===== config.mk =====
export PLATFORM = sky130hd
export DESIGN_NAME = popcount_pipe
export DESIGN_NICKNAME = d
export VERILOG_FILES = /design/src/rtl/popcount_pipe.sv
export SDC_FILE = /design/constraint.sdc
export NUM_CORES = 1
export LEC_CHECK = 0
export CORE_ASPECT_RATIO = 0.7
export CORE_UTILIZATION = 29
export DETAILED_ROUTE_END_ITERATION = 6
export SYNTH_ARGS = -nofsm -noshare
export SYNTH_HDL_FRONTEND = slang
export SYNTH_SLANG_ARGS = --single-unit
export TNS_END_PERCENT = 20

===== constraint.sdc =====
create_clock -name clk -period 2.8 [get_ports clk]
set_input_delay 0.28 -clock clk [delete_from_list [all_inputs] [get_ports clk]]
set_output_delay 0.28 -clock clk [all_outputs]
set_load 0.05 [all_outputs]

===== src/rtl/popcount_pipe.sv =====
// Pipelined population count with valid/ready handshakes on both sides.
// Define POPCOUNT_ACC_EN to add the per-frame saturating accumulator (acc_* ports).
module popcount_pipe #(
   parameter int WIDTH = 32,
   parameter int LAT   = 3,
   parameter int ACC_W = 16
) (
   input  logic                         clk,
   input  logic                         rst_n,
   input  logic                         in_valid,
   output logic                         in_ready,
   input  logic [WIDTH-1:0]             in_data,
   input  logic                         in_last,
   output logic                         out_valid,
   input  logic                         out_ready,
   output logic [$clog2(WIDTH+1)-1:0]   out_count
`ifdef POPCOUNT_ACC_EN
   ,
   output logic                         acc_valid,
   output logic [ACC_W-1:0]             acc_count,
   output logic                         acc_sat
`endif
);

   // Handshake semantics: a beat moves on a rising edge only when valid and
   // ready are both high. in_ready is combinational from out_ready and the
   // registered output valid; a stall freezes every stage in lockstep.

   localparam int CW    = $clog2(WIDTH + 1);
   localparam int NCH   = 1 << (LAT - 1);
   localparam int CHW   = (WIDTH + NCH - 1) / NCH;
   localparam int PADW  = NCH * CHW;
   localparam int NODES = 2 * NCH - 1;

   // Tree level s occupies NCH>>s consecutive entries of r_tree.
   function automatic int lvl_off(input int s);
      return 2 * NCH - 2 * (NCH >> s);
   endfunction

   logic                r_rdy;
   logic                r_in_vld;
   logic [WIDTH-1:0]    r_in_data;
   logic [LAT-1:0]      r_vld;
   logic [CW-1:0]       r_tree [NODES];

   logic                w_stall;
   logic                w_accept;
   logic [PADW-1:0]     w_pad;
   logic [CW-1:0]       w_leaf [NCH];

   assign w_stall   = r_vld[LAT-1] & ~out_ready;
   assign in_ready  = r_rdy & ~w_stall;
   assign w_accept  = in_valid & in_ready;
   assign out_valid = r_vld[LAT-1];
   assign out_count = r_tree[NODES-1];

   assign w_pad = PADW'(r_in_data);

   always_comb begin
      for (int c = 0; c < NCH; c++) begin
         w_leaf[c] = '0;
         for (int b = 0; b < CHW; b++) begin
            w_leaf[c] = w_leaf[c] + CW'(w_pad[c*CHW + b]);
         end
      end
   end

   // r_rdy keeps in_ready low during reset and until the first edge after it.
   always_ff @(posedge clk or negedge rst_n) begin
      if (!rst_n) begin
         r_rdy     <= 1'b0;
         r_in_vld  <= 1'b0;
         r_in_data <= '0;
      end else begin
         r_rdy <= 1'b1;
         if (!w_stall) begin
            r_in_vld <= w_accept;
            if (w_accept) begin
               r_in_data <= in_data;
            end
         end
      end
   end

   always_ff @(posedge clk or negedge rst_n) begin
      if (!rst_n) begin
         r_vld <= '0;
         for (int i = 0; i < NODES; i++) begin
            r_tree[i] <= '0;
         end
      end else if (!w_stall) begin
         r_vld[0] <= r_in_vld;
         for (int c = 0; c < NCH; c++) begin
            r_tree[c] <= w_leaf[c];
         end
         for (int s = 1; s < LAT; s++) begin
            r_vld[s] <= r_vld[s-1];
            for (int j = 0; j < (NCH >> s); j++) begin
               r_tree[lvl_off(s) + j] <= r_tree[lvl_off(s-1) + 2*j]
                                       + r_tree[lvl_off(s-1) + 2*j + 1];
            end
         end
      end
   end

`ifdef POPCOUNT_ACC_EN
   logic                r_in_last;
   logic [LAT-1:0]      r_last;
   logic [ACC_W-1:0]    r_acc;
   logic                r_sat;
   logic [ACC_W:0]      w_sum;
   logic                w_ovf;

   // Running total including the beat currently on the output.
   assign w_sum     = {1'b0, r_acc} + (ACC_W+1)'(out_count);
   assign w_ovf     = w_sum[ACC_W];
   assign acc_count = w_ovf ? {ACC_W{1'b1}} : w_sum[ACC_W-1:0];
   assign acc_sat   = r_sat | w_ovf;
   assign acc_valid = r_vld[LAT-1] & r_last[LAT-1];

   always_ff @(posedge clk or negedge rst_n) begin
      if (!rst_n) begin
         r_in_last <= 1'b0;
         r_last    <= '0;
      end else if (!w_stall) begin
         if (w_accept) begin
            r_in_last <= in_last;
         end
         r_last[0] <= r_in_last;
         for (int s = 1; s < LAT; s++) begin
            r_last[s] <= r_last[s-1];
         end
      end
   end

   always_ff @(posedge clk or negedge rst_n) begin
      if (!rst_n) begin
         r_acc <= '0;
         r_sat <= 1'b0;
      end else if (r_vld[LAT-1] && out_ready) begin
         if (r_last[LAT-1]) begin
            r_acc <= '0;
            r_sat <= 1'b0;
         end else begin
            r_acc <= acc_count;
            r_sat <= acc_sat;
         end
      end
   end
`else
   logic w_unused_last;
   assign w_unused_last = in_last;
`endif

endmodule

Word-level counts from Yosys, hierarchy flattened
Cells that the tools add are included.
{"block": "totals", "ff_bits": 79, "output_inout_bits": 8}
{"block": "classes", "add_sub_neg": 31, "bitwise_logic": 5, "n_reduce_logical": 1}
{"cell": "$add A6 B1 Y6", "count": 8}
{"cell": "$add A5 B1 Y6", "count": 4}
{"cell": "$add A4 B1 Y5", "count": 4}
{"cell": "$add A6 B6 Y6", "count": 3}
{"cell": "$add A3 B1 Y4", "count": 4}
{"cell": "$add A2 B1 Y3", "count": 4}
{"cell": "$add A1 B1 Y2", "count": 4}
{"cell": "$and A1 B1 Y1", "count": 3}
{"cell": "$not A1 Y1", "count": 2}
{"cell": "$reduce_and A2 Y1", "count": 1}

Depth between registers and ports, before layout
{"block": "logic_depth", "depth_word": 7, "ltp_mapped": 10, "mapped_depth_nobuf": 10}

Least setup slack after synthesis
OpenSTA, ideal clock, no wires.
{"block": "synth_path", "path_kind": "flip-flop to flip-flop", "start": "reg r_in_data[24]", "end": "reg r_tree[20] (netlist bit)", "setup_ns": 0.077, "t_arrival_ns": 2.703, "path_slack_ns": 0.019, "path_stages_with_launch": 11, "synth_period_minus_slack_ns": 2.781, "path_cell_list": "dfrtp_1 > fa_1 > inv_1 > fa_1 > fa_1 > inv_1 > ha_1 > inv_1 > fa_1 > xor2_1 > a21oi_1"}
{"block": "synth_between", "elab_chain_cells": 7}
{"item": "start, declared", "line": "42", "source": "logic [WIDTH-1:0] r_in_data;"}
{"item": "start signal, assigned", "line": "79", "source": "r_in_data <= in_data;"}
{"item": "$add A1 B1 Y2", "line": "63", "source": "w_leaf[c] = w_leaf[c] + CW'(w_pad[c*CHW + b]);"}
{"item": "$add A2 B1 Y3", "line": "63"}
{"item": "$add A3 B1 Y4", "line": "63"}
{"item": "$add A4 B1 Y5", "line": "63"}
{"item": "$add A5 B1 Y6", "line": "63"}
{"item": "$add A6 B1 Y6 (2 in series)", "line": "63"}
{"item": "end signal, assigned by index", "line": "94", "source": "r_tree[c] <= w_leaf[c];"}
{"item": "end signal, assigned by index", "line": "99", "source": "r_tree[lvl_off(s) + j] <= r_tree[lvl_off(s-1) + 2*j]"}
{"item": "end, declared", "line": "44", "source": "logic [CW-1:0] r_tree [NODES];"}
No other way between the ends.
A chain may end at the register's enable or synchronous reset.

Worst setup path after layout
{"block": "layout_path", "start": "reg r_in_data[8]", "end": "reg r_tree[32] (netlist bit)"}
The elaborated chain is that of the path after synthesis.

==> flow_summary.ini <==
[routing]
dr.max_layer_used = met4
wl_met2_microns = 2860
antenna_left = 0
via_per_inst = 4.17
met1_length_microns = 3240
drt_wl_total_microns = 6460
via_count = 2296
met3_length_microns = 291
wire_per_inst_microns = 11.7
drc = 3
dr.pass1.iters = 7
drtIter0Drc = 93

[min_path]
hold_end = r_vld[1]$_DFFE_PN0N_
hp-start = r_vld[1]$_DFFE_PN0N_
hold_depth = 2
hold_path_class = register to register

[final_layout]
multi_input_area_sq_mm = 0.00178
layout.cells.most_common = dfrtp_1
final_cell_mix = dfrtp_1, inv_1, nand2_1, clkdlybuf4s50_1, mux2_4
layout-drive-gt1-share_pct = 16.0
seq_area_sq_mm = 0.00173
nets = 465
antennaDiodeCount = 0
area.growth.synth_to_final_pct = 23.3
final_util_pct = 37.3
design_area_sq_mm = 0.00469
fill_cells = 1254

[cts]
clockRootBuffer = clkbuf_16
clk_latency_ps = 330
htreeDepth = 3
cts_tree = yes
cts_buffers = 9
clk_pin_slew_ps = 50
clockBufferDepth = 2
cts.sinks = 69

[yosys]
yosys-top-cells-area = dfrtp_1, mux2_4, fa_1, ha_1, inv_1
ys_types = 24
syn-cell-area_sq_mm = 0.00381
synth_fp_nets = 418
ys_seq_area_share_pct = 45.3
netlist.area_leader.share_pct = 45.3
yosys_warnings = 0
avgSynthCellArea_sq_um = 11.3
syn_inst = 337
ys_ff_latch = 69
yosysTopAreaCell = dfrtp_1

[grt]
overflow = 0
grt_start_max_net_pins = 46
grt_pass1_wl_microns = 11600
grt_pass1_vias = 2498
track_usage_pct = 11.1
antenna_found_initial = 0

[job]
max_cap_violations = 0

[timing]
min_period_ps = 2880
fin_crit_sh_pct = 103
finalHoldViolCount = 0
max_freq_mhz = 347
worst_slew_pin_slew_ps = 667
slew_violations = 0
rsz0062_at_grt = yes
slew_headroom_pct = 55.5
final.setup.worst_slack_ps = -81.2
setup_viol = 7
finClkSkew_ps = 4.35

[worst_setup_path]
worstPathArrival_ps = 3070
r2r_start = r_in_data[8]$_DFFE_PN0P_
crit_path_end_kind = register
required_ps = 2990
path_max_fanout = 2
startpoint_type = register
worst-setup-path-type = register to register
r2r_setup_slack_ps = -80
reg2reg_depth = 10
r2r-end = r_tree[32]$_DFFE_PN0N_

[die]
dieHeight_microns = 97.9
initial_core_util_pct = 30.2
dieArea_sq_mm = 0.0136
rows = 34
fp.dieW_microns = 139
core-area_sq_mm = 0.0126
ioPinCount = 45

[power_and_ir_drop]
p_leak_nw = 2.34
power_density_mw_per_mm2 = 1240
ir_worst_vdd_mv = 0.427

[placed_design]
numPortBuffers = 43
place_hpwl_microns = 4610
placed_area_sq_mm = 0.00440
place_ws_ps = -140
place.gp.congestion = 0.756

[status]
status = finished, violations left
violations = DRC, setup timing
[power breakdown]
part,switching [mW],internal [mW]
registers,0.245,1.43
clock network,0.399,0.616
logic,1.64,1.51
[stage by stage]
| stage | std cells | hold slack [ps] | setup TNS, ps | total power [mW] |
|---|---|---|---|---|
| floorplan | 337 | -15.6 | 0 | 4.13 |
| global route | 550 | 496 | -1350 | 6.52 |
| CTS | 550 | 472 | -512 | 5.94 |
| global placement | 532 | 337 | -196 | 4.73 |
| finish | 550 | 467 | -362 | 5.84 |
| detailed placement | 532 | 348 | -524 | 4.82 |
[registers in the layout (all words and copies together) (netlist names)]
register and cells:
r_in_data 32, r_tree 26, out_count 6, r_vld 3, r_in_vld 1, r_rdy 1
[synth_stat cells]
| cell type | count |
|---|---|
| inv_1 | 52 |
| o21ai_0 | 10 |
| mux2_2 | 3 |
| nand2_4 | 1 |
| dfrtp_1 | 69 |
| nand2_1 | 41 |
| conb_1 | 1 |
| nor2b_1 | 4 |
| a211oi_1 | 2 |
| o31ai_1 | 2 |
| and2_4 | 1 |
| fa_1 | 19 |
| buf_6 | 3 |
| nand2b_1 | 2 |
| buf_4 | 7 |
| nor3_1 | 1 |
| a21o_1 | 3 |
| clkbuf_1 | 7 |
| nor2_1 | 21 |
| xor2_1 | 9 |
| o21a_1 | 2 |
| ha_1 | 25 |
| mux2_4 | 29 |
| a21oi_1 | 23 |
[layout make-up]
cell class | count | area share, %
clock buffers | 13 | 5.33
clock inverters | 2 | 0.213
inverters | 52 | 4.16
multi-input cells | 199 | 38.0
flip-flops and latches | 69 | 36.8
well taps | 162 | 4.32
repair buffers | 53 | 11.2
[worst max-delay path, cell delays in order (launching register included)]
cell     delay [ps]
dfrtp_1         400
fa_1            540
inv_1            50
fa_1            490
fa_1            410
inv_1            60
ha_1            150
inv_1            50
fa_1            370
xor2_1          150
a21oi_1          80
[logic make-up after synthesis]
family	after synthesis	share of synthesized area (%)
DFF	69	45.4
and+or+nand+nor	71	7.76
xor gates and xnor gates	9	2.07
muxes	32	12.3
buffers and inverters	69	8.08
adders and majority gates	44	18.2
AOI/OAI and AO/OA	42	6.11
other	1	0.0985
[per-layer routing]
layer / track usage (%) / vias up
li1: - / 1153
met1: 14.3 / 1092
met2: 16.6 / 44
met3: 4.32 / 7
met4: 4.44 / 0
met5: 0 / -
[worst max path at each step]
stage | startpoint | endpoint | slack (ps) | cells after the start
final | r_in_data[8]$_DFFE_PN0P_ | r_tree[32]$_DFFE_PN0N_ | -80 | 10
after global routing | r_in_data[16]$_DFFE_PN0P_ | r_tree[26]$_DFFE_PN0N_ | -230 | 10
after CTS | r_in_data[16]$_DFFE_PN0P_ | r_tree[26]$_DFFE_PN0N_ | -110 | 10
after detailed placement | r_in_data[16]$_DFFE_PN0P_ | r_tree[26]$_DFFE_PN0N_ | -140 | 10
after global placement | r_in_data[24]$_DFFE_PN0P_ | r_tree[20]$_DFFE_PN0N_ | -60 | 10
after floorplan | r_in_data[24]$_DFFE_PN0P_ | r_tree[20]$_DFFE_PN0N_ | 20 | 10
[repair_timing]
item	CTS	global route
endpoints found under the hold margin	26	0
hold buffers	1	0
setup endpoints to repair	7	8
setup buffers	2	0
pin swaps	1	4
resized for setup	2	3
No activity file was read; power rests on OpenSTA's default activity.
